**config.mk**
```make
export PLATFORM = sky130hd
export DESIGN_NAME = mem_arbiter
export DESIGN_NICKNAME = d
export VERILOG_FILES = /design/src/rtl/mem_arbiter.sv
export SDC_FILE = /design/constraint.sdc
export NUM_CORES = 1
export LEC_CHECK = 0
export ABC_AREA = 1
export BUFFER_PORTS_ARGS = -buffer_cell sky130_fd_sc_hd__clkbuf_2
export CAP_MARGIN = 20
export CORE_UTILIZATION = 45
export CTS_CLUSTER_SIZE = 8
export DETAILED_ROUTE_END_ITERATION = 12
export PLACE_DENSITY = 0.73
export SETUP_SLACK_MARGIN = 0.3
export SYNTH_ARGS = -nofsm -noshare
export SYNTH_HDL_FRONTEND = slang
export SYNTH_SLANG_ARGS = --single-unit
```
**constraint.sdc**
```tcl
create_clock -name clk -period 6.8 [get_ports clk]
set_clock_uncertainty 0.05 [all_clocks]
set_input_delay 1.36 -clock clk [delete_from_list [all_inputs] [get_ports clk]]
set_output_delay 1.36 -clock clk [all_outputs]
set_load 0.05 [all_outputs]
```
**src/rtl/mem_arbiter.sv**
```systemverilog
// -----------------------------------------------------------------------------
// mem_arbiter
//   Lets the instruction-fetch port (I) and the load/store port (D) share one
//   single-port memory. Each access runs as request -> memory handshake ->
//   one-cycle valid pulse. D has priority. A starvation counter forces an I
//   grant after STARVE_MAX consecutive D grants that were made while I was
//   waiting.
//
// Ports
//   clk, reset            : rising-edge clock, asynchronous active-high reset
//   ireq/iaddr            : fetch request (held until ivalid) and its address
//   ivalid/irdata/istall  : fetch completion pulse, fetched word, fetch stall
//   dreq/dwe/damp/daddr/dwdata
//                         : load/store request, store flag, byte lanes,
//                           address and store data
//   dvalid/drdata/dstall  : data completion pulse, raw loaded word, data stall
//   mem_req/mem_we/mem_amp/mem_addr/mem_wdata
//                         : registered memory request; held until mem_ack
//   mem_ack/mem_rdata     : one-cycle memory completion and its read data
// -----------------------------------------------------------------------------
module mem_arbiter #(
    parameter int XLEN       = 32,
    parameter int ADDR_SIZE  = 32,
    parameter int STARVE_MAX = 4     // must be >= 1
) (
    input  logic                 clk,
    input  logic                 reset,

    input  logic                 ireq,
    input  logic [ADDR_SIZE-1:0] iaddr,
    output logic                 ivalid,
    output logic [XLEN-1:0]      irdata,
    output logic                 istall,

    input  logic                 dreq,
    input  logic                 dwe,
    input  logic [3:0]           damp,
    input  logic [ADDR_SIZE-1:0] daddr,
    input  logic [XLEN-1:0]      dwdata,
    output logic                 dvalid,
    output logic [XLEN-1:0]      drdata,
    output logic                 dstall,

    output logic                 mem_req,
    output logic                 mem_we,
    output logic [3:0]           mem_amp,
    output logic [ADDR_SIZE-1:0] mem_addr,
    output logic [XLEN-1:0]      mem_wdata,
    input  logic                 mem_ack,
    input  logic [XLEN-1:0]      mem_rdata
);

    localparam int CNT_W = $clog2(STARVE_MAX + 1);
    localparam logic [CNT_W-1:0] STARVE_LIM = CNT_W'(STARVE_MAX);

    typedef enum logic [1:0] {
        IDLE  = 2'd0,
        IBUSY = 2'd1,
        DBUSY = 2'd2
    } state_t;

    state_t                 state_q;
    logic [CNT_W-1:0]       starve_q;
    logic                   ivalid_q;
    logic                   dvalid_q;
    logic [XLEN-1:0]        irdata_q;
    logic [XLEN-1:0]        drdata_q;
    logic                   mem_req_q;
    logic                   mem_we_q;
    logic [3:0]             mem_amp_q;
    logic [ADDR_SIZE-1:0]   mem_addr_q;
    logic [XLEN-1:0]        mem_wdata_q;

    // D wins unless I has already waited through STARVE_MAX D grants.
    logic grant_d_d;
    logic grant_i_d;

    always_comb begin
        grant_d_d = dreq && !(ireq && (starve_q == STARVE_LIM));
        grant_i_d = ireq && !grant_d_d;
    end

    always_ff @(posedge clk or posedge reset) begin
        if (reset) begin
            state_q     <= IDLE;
            starve_q    <= '0;
            ivalid_q    <= 1'b0;
            dvalid_q    <= 1'b0;
            irdata_q    <= '0;
            drdata_q    <= '0;
            mem_req_q   <= 1'b0;
            mem_we_q    <= 1'b0;
            mem_amp_q   <= '0;
            mem_addr_q  <= '0;
            mem_wdata_q <= '0;
        end else begin
            // Valid pulses last exactly one cycle.
            ivalid_q <= 1'b0;
            dvalid_q <= 1'b0;

            case (state_q)
                IDLE: begin
                    if (grant_d_d) begin
                        state_q     <= DBUSY;
                        mem_req_q   <= 1'b1;
                        mem_we_q    <= dwe;
                        mem_amp_q   <= damp;
                        mem_addr_q  <= daddr;
                        mem_wdata_q <= dwdata;
                        // A D grant while I waits can only happen below the
                        // limit, so the increment never overflows.
                        if (ireq) begin
                            starve_q <= starve_q + 1'b1;
                        end
                    end else if (grant_i_d) begin
                        state_q     <= IBUSY;
                        mem_req_q   <= 1'b1;
                        mem_we_q    <= 1'b0;
                        mem_amp_q   <= 4'b1111;
                        mem_addr_q  <= iaddr;
                        mem_wdata_q <= '0;
                        starve_q    <= '0;
                    end
                end

                IBUSY: begin
                    if (mem_ack) begin
                        state_q   <= IDLE;
                        mem_req_q <= 1'b0;
                        irdata_q  <= mem_rdata;
                        ivalid_q  <= 1'b1;
                    end
                end

                DBUSY: begin
                    if (mem_ack) begin
                        state_q   <= IDLE;
                        mem_req_q <= 1'b0;
                        if (!mem_we_q) begin
                            drdata_q <= mem_rdata;
                        end
                        dvalid_q  <= 1'b1;
                    end
                end

                default: begin
                    state_q   <= IDLE;
                    mem_req_q <= 1'b0;
                end
            endcase
        end
    end

    always_comb begin
        ivalid    = ivalid_q;
        dvalid    = dvalid_q;
        irdata    = irdata_q;
        drdata    = drdata_q;
        istall    = ireq & ~ivalid_q;
        dstall    = dreq & ~dvalid_q;
        mem_req   = mem_req_q;
        mem_we    = mem_we_q;
        mem_amp   = mem_amp_q;
        mem_addr  = mem_addr_q;
        mem_wdata = mem_wdata_q;
    end

endmodule

```
==> impl_metrics.csv <==
group,metric,value,unit
finish,layout.area.seq,0.00353,mm²
sta,rsz0062_at_grt,"false",
detailed_routing,num_vias,5574,
setup_path,critical_path_class,"primary input to output port",
cts,postCtsHoldBufs,0,
placed_design,routabilityCongestion,0.820,
synth,syn_area,0.00608,mm²
cts,cts_buffer_depth,2,
detailed_routing,drtAntennaViolNets,0,
sta,slew_violations,0,
detailed_routing,drc_errors,0,
setup_path,crit_required,5.39,ns
sta,setup_viol,0,
placed_design,hpwl,11000,µm
floorplanning,dieWidth,118,µm
cts,cts_resized,0,
synth,synth_cells,728,
setup_path,crit_path_max_fanout,34,
synth,ys_seq_area_share,58.1,%
global_routing,antenna_found_initial,0,
finish,fill_cells,1217,
finish,syn2layout_area_growth,33.5,%
hold_path,min_path_type,"flip-flop to flip-flop",
cts,clk_pin_slew,0.06,ns
detailed_routing,drtIter0Drc,439,
floorplanning,ios,276,
hold_path,hold_depth,2,
floorplanning,design.core.area,0.0132,mm²
sta,tns,0,ns
detailed_routing,finalWirelength,16000,µm
setup_path,end_kind,"output port",
floorplanning,fp.dieH,118,µm
setup_path,crit_path_start_kind,"primary input",
sta,worst_pin_slew,0.812,ns
sta,fmax,256,MHz
placed_design,dp_cells,1139,
synth,netlist.area_leader.share,58.1,%
finish,layout-drive-gt1-share,32.3,%
floorplanning,initial_core_util,46.1,%
setup_path,worstSetupStartpoint,"dreq",
flow_run,maxCapViolCount,0,
sta,final_hold_viol_count,0,
finish,multi_input_area,0.00192,mm²
sta,fin_crit_sh,57.5,%
synth,ys_seq_elements,141,
finish,fin_cells,1173,
cts,cts_buffers,17,
synth,yosys.area.top_type,"dfrtp_1",
cts,cts.sinks,141,
synth,yosysWarnings,0,
global_routing,grt_pass1_vias,5395,
detailed_routing,avgViaCountPerCell,4.75,
floorplanning,dieArea,0.0140,mm²
power_and_ir_drop,peakVddDrop,0.000305,V
hold_path,hp-start,"mem_addr[26]$_DFFE_PP0P_",
setup_path,critPathArrivalTime,2.50,ns
cts,root_buffer,"clkbuf_16",
global_routing,grt_overflow,0,
floorplanning,rows,42,
synth,synthTopCellsByArea,"dfrtp_1, nand2_1, nand3_1",
detailed_routing,avgRoutedWirePerCell,13.6,µm
finish,n_antenna_cell,0,
power_and_ir_drop,power_density,613,mW/mm²
sta,post-route-min-period,3.91,ns
synth,yosysUniqueCellTypes,20,
power_and_ir_drop,leakage,4.90,nW
hold_path,holdPathEnd,"mem_addr[26]$_DFFE_PP0P_",
finish,final_net_count,1127,
synth,syn_area_per_cell,8.35,µm²
global_routing,grt_pass1_wl,26500,µm
cts,cts_max_level,4,
run_status,status,"completed",
setup_path,ff2ff_path_depth,7,
cts,post_cts_buffers,0,
setup_path,worstReg2RegEnd,"mem_wdata[16]$_DFFE_PP0P_",
synth,syn_nets,871,
global_routing,grt_max_degree,92,
sta,maxSlewHeadroom,45.8,%
setup_path,r2r_start,"starve_q[0]$_DFFE_PP0P_",
cts,cts_tree,"built",
global_routing,grt_usage,24.2,%
setup_path,rrSetupSlack,3.84,ns
detailed_routing,drt_pass1_iterations,5,
cts,clock_latency,0.40,ns
placed_design,io_buffers,275,
-- cell type report --
type / count / area share, %
clock inverter: 14 / 1.96
inverter: 110 / 5.15
multi-input combinational: 435 / 23.7
tap: 176 / 2.71
sequential: 141 / 43.5
timing repair buffer: 279 / 17.6
clock buffer: 18 / 5.41
-- how the worst max path moves through the flow --
| stage | to |
|---|---|
| after CTS | dstall |
| final | dstall |
| after global placement | mem_wdata[0]$_DFFE_PP0P_ |
| after detailed placement | mem_addr[1]$_DFFE_PP0P_ |
| after global routing | mem_addr[16]$_DFFE_PP0P_ |
| after floorplan | drdata[0]$_DFFE_PP0P_ |
-- logic make-up after synthesis --
kind of cell	Yosys count	share of synthesized area, %
flip-flops	141	58.1
AND/OR/NAND/NOR	358	24.5
XOR/XNOR	1	0.144
adder cells (fa/ha/maj)	5	1.03
AO/OA/AOI/OAI	71	5.87
buffers and inverters	152	10.4
-- layer usage --
layer,wire length [µm],global-route usage [%],up-vias
li1,-,-,2749
met3,1070,6.56,34
met1,6790,31.5,2560
met2,7690,38.8,231
met4,405,8.89,0
met5,0,0,-
-- critical path, cell delays in order --
cell	delay, ns
clkbuf_2	0.55
inv_2	0.12
nor2_1	0.14
clkbuf_2	0.31
-- state kept, by name (all words and copies together) (netlist names), 2 cells and up --
name	flops
drdata	32
irdata	32
mem_addr	32
mem_wdata	32
mem_amp	4
starve_q	3
state_q	2
-- through the flow --
stage               hold slack (ns)  worst slack, ns  total power (W)  cell area [µm²]  util (%)
detailed placement            0.414             2.70          0.00406             7480      56.7
global placement              0.408             2.72          0.00402             7480      56.7
finish                        0.430             2.89          0.00497             8120      61.5
global route                  0.450             2.82          0.00526             8120      61.5
CTS                           0.434             2.90          0.00500             8080      61.2
floorplan                     0.417             1.61          0.00345             6080         -
-- Yosys cell counts --
| master | instances |
|---|---|
| o21ai_0 | 41 |
| buf_1 | 1 |
| inv_2 | 4 |
| nand3_2 | 1 |
| xor2_1 | 1 |
| clkbuf_1 | 16 |
| buf_6 | 4 |
| nand2_1 | 250 |
| inv_1 | 106 |
| nor2_1 | 4 |
| nand3_1 | 99 |
| nand2_4 | 1 |
| dfrtp_1 | 141 |
| or2_1 | 1 |
| o22ai_1 | 1 |
| o21ai_1 | 29 |
| buf_4 | 2 |
| ha_1 | 5 |
| nand2_2 | 2 |
| buf_2 | 19 |
-- where the power goes --
part / internal (W) / leakage, nW / switching, W
clock network: 0.000557 / 0.282 / 0.000365
logic: 0.000533 / 2.85 / 0.00205
registers: 0.00124 / 1.77 / 0.000228
-- placed cells by master, fill, tap and decap left out, types with 2 or more instances in the layout --
cell        count
buf_12          2
buf_4           2
bufinv_16       2
clkbuf_16      17
clkbuf_2      275
clkinv_4        2
clkinvlp_4      4
dfrtp_1       141
ha_1            5
inv_1         105
inv_2           4
inv_6           5
nand2_1       249
nand2_2         3
nand3_1        99
nor2_1          4
o21ai_0        41
o21ai_1        29
No activity file was read; power rests on OpenSTA's default activity.
